==> config.mk <==
export PLATFORM = sky130hd
export DESIGN_NAME = square_state_writer_flat
export DESIGN_NICKNAME = d
export VERILOG_FILES = /design/src/rtl/square_state_writer_if.sv /design/src/rtl/square_state_writer.sv /design/src/flat_wrapper.sv
export SDC_FILE = /design/constraint.sdc
export NUM_CORES = 1
export LEC_CHECK = 0
export ABC_CLOCK_PERIOD_IN_PS = 5450
export BUFFER_PORTS_ARGS = -buffer_cell sky130_fd_sc_hd__buf_2
export CAP_MARGIN = 20
export CORE_MARGIN = 5
export CORE_UTILIZATION = 25
export DETAILED_ROUTE_END_ITERATION = 10
export SLEW_MARGIN = 20
export SYNTH_ARGS = -nofsm -noshare
export SYNTH_HDL_FRONTEND = slang
export SYNTH_SLANG_ARGS = --single-unit
==> constraint.sdc <==
create_clock -name clock -period 5.45 [get_ports clock]
set_input_delay 0.2725 -clock clock [delete_from_list [all_inputs] [get_ports clock]]
set_output_delay 0.2725 -clock clock [all_outputs]
set_load 0.03 [all_outputs]
==> src/rtl/square_state_writer_if.sv <==
// Click request and face-state result bundle for square_state_writer.
// Latency: none (wires only).
// Backpressure: clicks are only taken while busy is low; no queueing.
interface square_state_writer_if;
  logic        click;
  logic [8:0]  isX;
  logic [7:0]  isY;
  logic [2:0]  colourSet;
  logic [26:0] face_state;
  logic        busy;
  logic        done;
  logic        hit;
  logic [3:0]  hit_index;

  // Requester side: issues clicks, observes the face state and result.
  modport master (
    output click, isX, isY, colourSet,
    input  face_state, busy, done, hit, hit_index
  );

  // Writer side: owns the face state register.
  modport slave (
    input  click, isX, isY, colourSet,
    output face_state, busy, done, hit, hit_index
  );
endinterface

==> src/rtl/square_state_writer.sv <==
// Finds which 3x3 grid square holds a clicked cursor and writes its colour.
// Latency: square k tested k+1 cycles after the click edge; done at k+2 (miss: 10).
// Backpressure: clicks while busy are dropped. Optional macro CENTRE_LOCK_EN pins square 4.
module square_state_writer #(
  parameter int         length         = 26,
  parameter int         pitch          = 30,
  parameter int         X0             = 20,
  parameter int         Y0             = 20,
  parameter logic [2:0] DEFAULT_COLOUR = 3'b111,
  parameter logic [2:0] CENTRE_COLOUR  = 3'b010
) (
  input  logic                  clock,
  input  logic                  reset,
  square_state_writer_if.slave  bus
);

  localparam logic [9:0] LEN10    = 10'(length);
  localparam logic [9:0] X0_10    = 10'(X0);
  localparam logic [9:0] Y0_10    = 10'(Y0);
  localparam logic [9:0] PITCH1   = 10'(pitch);
  localparam logic [9:0] PITCH2   = 10'(2 * pitch);

`ifdef CENTRE_LOCK_EN
  localparam logic [26:0] RESET_FACE =
    ({9{DEFAULT_COLOUR}} & ~(27'h7 << 12)) | (27'(CENTRE_COLOUR) << 12);
`else
  localparam logic [26:0] RESET_FACE = {9{DEFAULT_COLOUR}};
`endif

  typedef enum logic [1:0] {IDLE, SCAN, REPORT} state_t;

  state_t      state, stateNext;
  logic [3:0]  scanIdx, idxNext;
  logic [8:0]  cx;
  logic [7:0]  cy;
  logic [2:0]  col;
  logic        hitReg;
  logic [3:0]  hitIdx;
  logic [26:0] faceState;
  logic [9:0]  xPos, yPos, cx10, cy10;
  logic        squareHit;

  // Left edge of square k: column k mod 3.
  function automatic logic [9:0] squareX(input logic [3:0] k);
    case (k)
      4'd0, 4'd3, 4'd6: return X0_10;
      4'd1, 4'd4, 4'd7: return X0_10 + PITCH1;
      default:          return X0_10 + PITCH2;
    endcase
  endfunction

  // Top edge of square k: row k div 3.
  function automatic logic [9:0] squareY(input logic [3:0] k);
    case (k)
      4'd0, 4'd1, 4'd2: return Y0_10;
      4'd3, 4'd4, 4'd5: return Y0_10 + PITCH1;
      default:          return Y0_10 + PITCH2;
    endcase
  endfunction

  // Strict hit test of the captured cursor against the square being scanned.
  always_comb begin
    xPos      = squareX(scanIdx);
    yPos      = squareY(scanIdx);
    cx10      = {1'b0, cx};
    cy10      = {2'b00, cy};
    squareHit = (xPos < cx10) && (cx10 < xPos + LEN10) &&
                (yPos < cy10) && (cy10 < yPos + LEN10);
  end

  // State and scan index register.
  always_ff @(posedge clock) begin
    if (reset) begin
      state   <= IDLE;
      scanIdx <= 4'd0;
    end else begin
      state   <= stateNext;
      scanIdx <= idxNext;
    end
  end

  // Next state: accept a click, scan one square per cycle, report once.
  always_comb begin
    stateNext = state;
    idxNext   = scanIdx;
    case (state)
      IDLE: begin
        if (bus.click) begin
          stateNext = SCAN;
          idxNext   = 4'd0;
        end
      end
      SCAN: begin
        if (squareHit || scanIdx == 4'd8) begin
          stateNext = REPORT;
        end else begin
          idxNext = scanIdx + 4'd1;
        end
      end
      REPORT:  stateNext = IDLE;
      default: stateNext = IDLE;
    endcase
  end

  // Request capture, hit result and the face colour write on the REPORT edge.
  always_ff @(posedge clock) begin
    if (reset) begin
      cx        <= '0;
      cy        <= '0;
      col       <= '0;
      hitReg    <= 1'b0;
      hitIdx    <= 4'd0;
      faceState <= RESET_FACE;
    end else begin
      case (state)
        IDLE: begin
          if (bus.click) begin
            cx     <= bus.isX;
            cy     <= bus.isY;
            col    <= bus.colourSet;
            hitReg <= 1'b0;
          end
        end
        SCAN: begin
          if (squareHit) begin
            hitReg <= 1'b1;
            hitIdx <= scanIdx;
          end
        end
        REPORT: begin
          for (int k = 0; k < 9; k++) begin
`ifdef CENTRE_LOCK_EN
            if (hitReg && hitIdx == 4'(k) && k != 4) faceState[3*k +: 3] <= col;
`else
            if (hitReg && hitIdx == 4'(k)) faceState[3*k +: 3] <= col;
`endif
          end
        end
        default: ;
      endcase
    end
  end

  assign bus.face_state = faceState;
  assign bus.busy       = (state != IDLE);
  assign bus.done       = (state == REPORT);
  assign bus.hit        = hitReg;
  assign bus.hit_index  = hitIdx;

endmodule
==> src/flat_wrapper.sv <==
// flat-port wrapper written by rule: the top's interface ports become plain ports
module square_state_writer_flat 
#(
  parameter int         length         = 26,
  parameter int         pitch          = 30,
  parameter int         X0             = 20,
  parameter int         Y0             = 20,
  parameter logic [2:0] DEFAULT_COLOUR = 3'b111,
  parameter logic [2:0] CENTRE_COLOUR  = 3'b010
)
  (clock, reset, bus_click, bus_isX, bus_isY, bus_colourSet, bus_face_state, bus_busy, bus_done, bus_hit, bus_hit_index);
  square_state_writer_if bus_i ();
  input  logic clock;
  input  logic reset;
  input wire logic [$bits(bus_i.click)-1:0] bus_click;
  input wire logic [$bits(bus_i.isX)-1:0] bus_isX;
  input wire logic [$bits(bus_i.isY)-1:0] bus_isY;
  input wire logic [$bits(bus_i.colourSet)-1:0] bus_colourSet;
  output wire logic [$bits(bus_i.face_state)-1:0] bus_face_state;
  output wire logic [$bits(bus_i.busy)-1:0] bus_busy;
  output wire logic [$bits(bus_i.done)-1:0] bus_done;
  output wire logic [$bits(bus_i.hit)-1:0] bus_hit;
  output wire logic [$bits(bus_i.hit_index)-1:0] bus_hit_index;
  assign bus_i.click = bus_click;
  assign bus_i.isX = bus_isX;
  assign bus_i.isY = bus_isY;
  assign bus_i.colourSet = bus_colourSet;
  assign bus_face_state = bus_i.face_state;
  assign bus_busy = bus_i.busy;
  assign bus_done = bus_i.done;
  assign bus_hit = bus_i.hit;
  assign bus_hit_index = bus_i.hit_index;
  square_state_writer #(.length(length), .pitch(pitch), .X0(X0), .Y0(Y0), .DEFAULT_COLOUR(DEFAULT_COLOUR), .CENTRE_COLOUR(CENTRE_COLOUR)) u_core (.clock(clock), .reset(reset), .bus(bus_i));
endmodule
==> flow_metrics.tcl <==
set metrics [dict create \
    cts_root_buf "clkbuf_16" \
    clkTransAtPathRegs_ns 0.05 \
    rsz0062_at_grt "false" \
    grt_use_total_pct 10.6 \
    cp_max_fo 12 \
    insertedDiodeCount 0 \
    leakagePower_nw 1.42 \
    clockBufferDepth 2 \
    finalHoldViolCount 0 \
    cp_cell_sequence "inv_1, ha_1, nor2_1, a211oi_1, inv_1, ha_1, nand2_1, ha_1, a22oi_2, nand3_1, nand4b_1, or4_4, a31o_2, nor2b_1" \
    cts_sinks 58 \
    seq_area_frac_synth_pct 38.6 \
    fp.dieArea_mm2 0.0143 \
    drt_wl_total_um 7250 \
    clk-insertion-delay-late_ns 0.32 \
    cts_buffers 9 \
    cp_data_arrival_time_ns 4.06 \
    synth.most_common_cell "nand2_1" \
    skew_ns 0.00477 \
    worstReg2RegEnd "u_core.state[0]" \
    syn-cell-area_mm2 0.00301 \
    grt-ovfl-total 0 \
    dr.pass1.iters 4 \
    synth.area.top_cells "dfxtp_1 39%, ha_1 12%, nand2_1 8.0%" \
    hold_buffers 0 \
    syn_avg_cell_area_um2 8.13 \
    post-dp-hpwl_um 5540 \
    whs_endpoint "u_core.cx[8]" \
    crit_type "reg2reg" \
    cp-end-kind "flip-flop" \
    core.rowCount 40 \
    synth-compound-area-share_pct 15.7 \
    cts-resized-gates 0 \
    max-cap-violations 0 \
    synth_nets 423 \
    rrSetupSlack_ns 1.55 \
    cp_data_required_time_ns 5.62 \
    rr_worst_depth 14 \
    ys_ff_latch 58 \
    async_flop_share_pct 0 \
    yosys.area_share.simple_pct 26.3 \
    drc 0 \
    layout.nets 472 \
    cp_slowest_stage_delay_ns 0.73 \
    synth.top_cell.area_share_pct 38.6 \
    antenna_left 0 \
    r2r-start "u_core.scanIdx[0]" \
    synth_common_cells "64 x nand2_1, 58 x dfxtp_1, 30 x ha_1, 26 x a21oi_1, 26 x nor2_1" \
    synth-edff-count 0 \
    tns_ns 0 \
    synthToLayoutAreaGrowth_pct 22.8 \
    synth-adder-area-share_pct 12.5 \
    synth.distinct_cells 37 \
    vias 2708 \
    synthCells 370 \
    start_util_pct 25.3 \
    whs_path_depth 3 \
    drtIter0Drc 164 \
    grt_pass1_wl_um 12400 \
    status "completed" \
    synthFlopType "dfxtp_1" \
    core_mm2 0.0119 \
    min_from "bus_isX[8]" \
    fmax_mhz 257 \
    io_pins 57 \
    hold_ws_ns 0.192 \
    gp_congestion 0.856 \
    synth.area.mux_share_pct 1.33 \
    synth_top_family_by_area "simple AND/OR/NAND/NOR gates" \
    port_buffers 56 \
    slowest_stage "a211oi_1" \
    hold_class "in2reg" \
    fin_crit_sh_pct 71.5 \
    h-tree-depth 3 \
    maxSlewHeadroom_pct 36.1 \
    drive_gt1_share_pct 18.4 \
    wl_per_cell_um 12.7 \
    cts_setup_buffers 0 \
    setup_viol 0 \
    worstMarginPinSlew_ns 0.958 \
    yosys.area_share.xor_xnor_pct 0 \
    grt_max_degree 62 \
    cts_tree "built" \
    powerDensity_mw_per_mm2 318 \
    setup.worst_path.start "u_core.scanIdx[0]" \
    die_h_um 120 \
    yosys_warnings 0 \
    drv_slew 0 \
    grt_pass1_vias 2670 \
    period_minus_slack_ns 3.90 \
    vdd_drop_max_mv 0.173 \
    synth_top_cell_by_area "dfxtp_1" \
    fp.dieW_um 120 \
    cp_common_cell "ha_1" \
    vias_per_cell 4.75 \
    antenna_found_initial 0 \
    crit_path_start_kind "flip-flop" \
]
==> how the worst max path moves through the flow <==
stage / endpoint / cells after the start / slack, ns
detailed placement: u_core.state[0] / 14 / 1.60
global placement: u_core.state[0] / 14 / 1.72
CTS: u_core.state[0] / 14 / 1.58
global route: u_core.scanIdx[2] / 14 / 1.22
finish: u_core.state[0] / 14 / 1.55
floorplan: u_core.bus.hit_index[2] / 15 / 2.02
==> where the power goes <==
| part | leakage [nW] | switching [mW] | internal [mW] |
|---|---|---|---|
| clock network | 0.140 | 0.187 | 0.361 |
| registers | 0.472 | 0.0169 | 0.439 |
| logic | 0.806 | 0.0995 | 0.0704 |
==> final cells by class <==
class | instances | area [um^2]
tap | 147 | 184
fill | 1283 | 8220
clock inverter | 5 | 55.1
inverter | 24 | 90.1
clock buffer | 10 | 239
multi-input combinational | 269 | 1680
timing repair buffer | 57 | 288
sequential | 58 | 1160
==> per-stage QoR <==
stage	std cells	util [%]	total power [mW]	worst slack [ns]	instance area [um^2]
floorplan	370	-	0.589	2.02	3010
global placement	555	28.6	0.627	1.72	3400
detailed placement	555	28.6	0.636	1.60	3400
CTS	570	31.0	1.19	1.58	3700
global route	570	31.0	1.24	1.22	3700
finish	570	31.0	1.17	1.55	3700
==> cells in the final DEF, fill, tap and decap left out, drive strengths merged, types with 2 or more instances in the layout <==
master and n:
nor2b 15, ha 30, nand2 64, a211o 10
clkinvlp 2, inv 24, dfxtp 58, o22ai 2
mux2i 4, o21bai 2, nand4b 4, o21ai 26
a21oi 26, a211oi 4, nor3 5, clkbuf 10
or3 3, buf 57, nor2 26, and2 2
o211ai 2, clkinv 2, nand2b 13, nand3 7
nand3b 15
==> state kept, by name, indices dropped and copies added, names as in the netlist <==
name	cells
u_core.cx	9
u_core.bus.face_state	27
u_core.state	2
u_core.scanIdx	4
u_core.bus.hit	1
u_core.bus.hit_index	4
u_core.col	3
u_core.cy	8
==> metal layers <==
layer / routed length [um] / track usage, %
met3: 290 / 2.78
met4: 115 / 3.87
met2: 3710 / 18.5
met5: 0 / 0
met1: 3130 / 12.3
==> worst max-delay path, delay by kind of cell (launching register included) <==
family	cells	cell delay (ns)
flip-flops	1	0.35
AND/OR/NAND/NOR	6	1.13
buffers and inverters	2	0.30
adder cells (fa/ha/maj)	3	0.79
AO/OA/AOI/OAI	3	1.15
==> cell families (layout without fill, tap and decap cells) <==
kind of cell             after synthesis  in the layout
AND/OR/NAND/NOR                      158            158
AO/OA/AOI/OAI                         77             77
flip-flops                            58             58
buffers and inverters                 43             96
adder cells (fa/ha/maj)               30             30
multiplexers                           4              4
No activity file was read; power rests on OpenSTA's default activity.
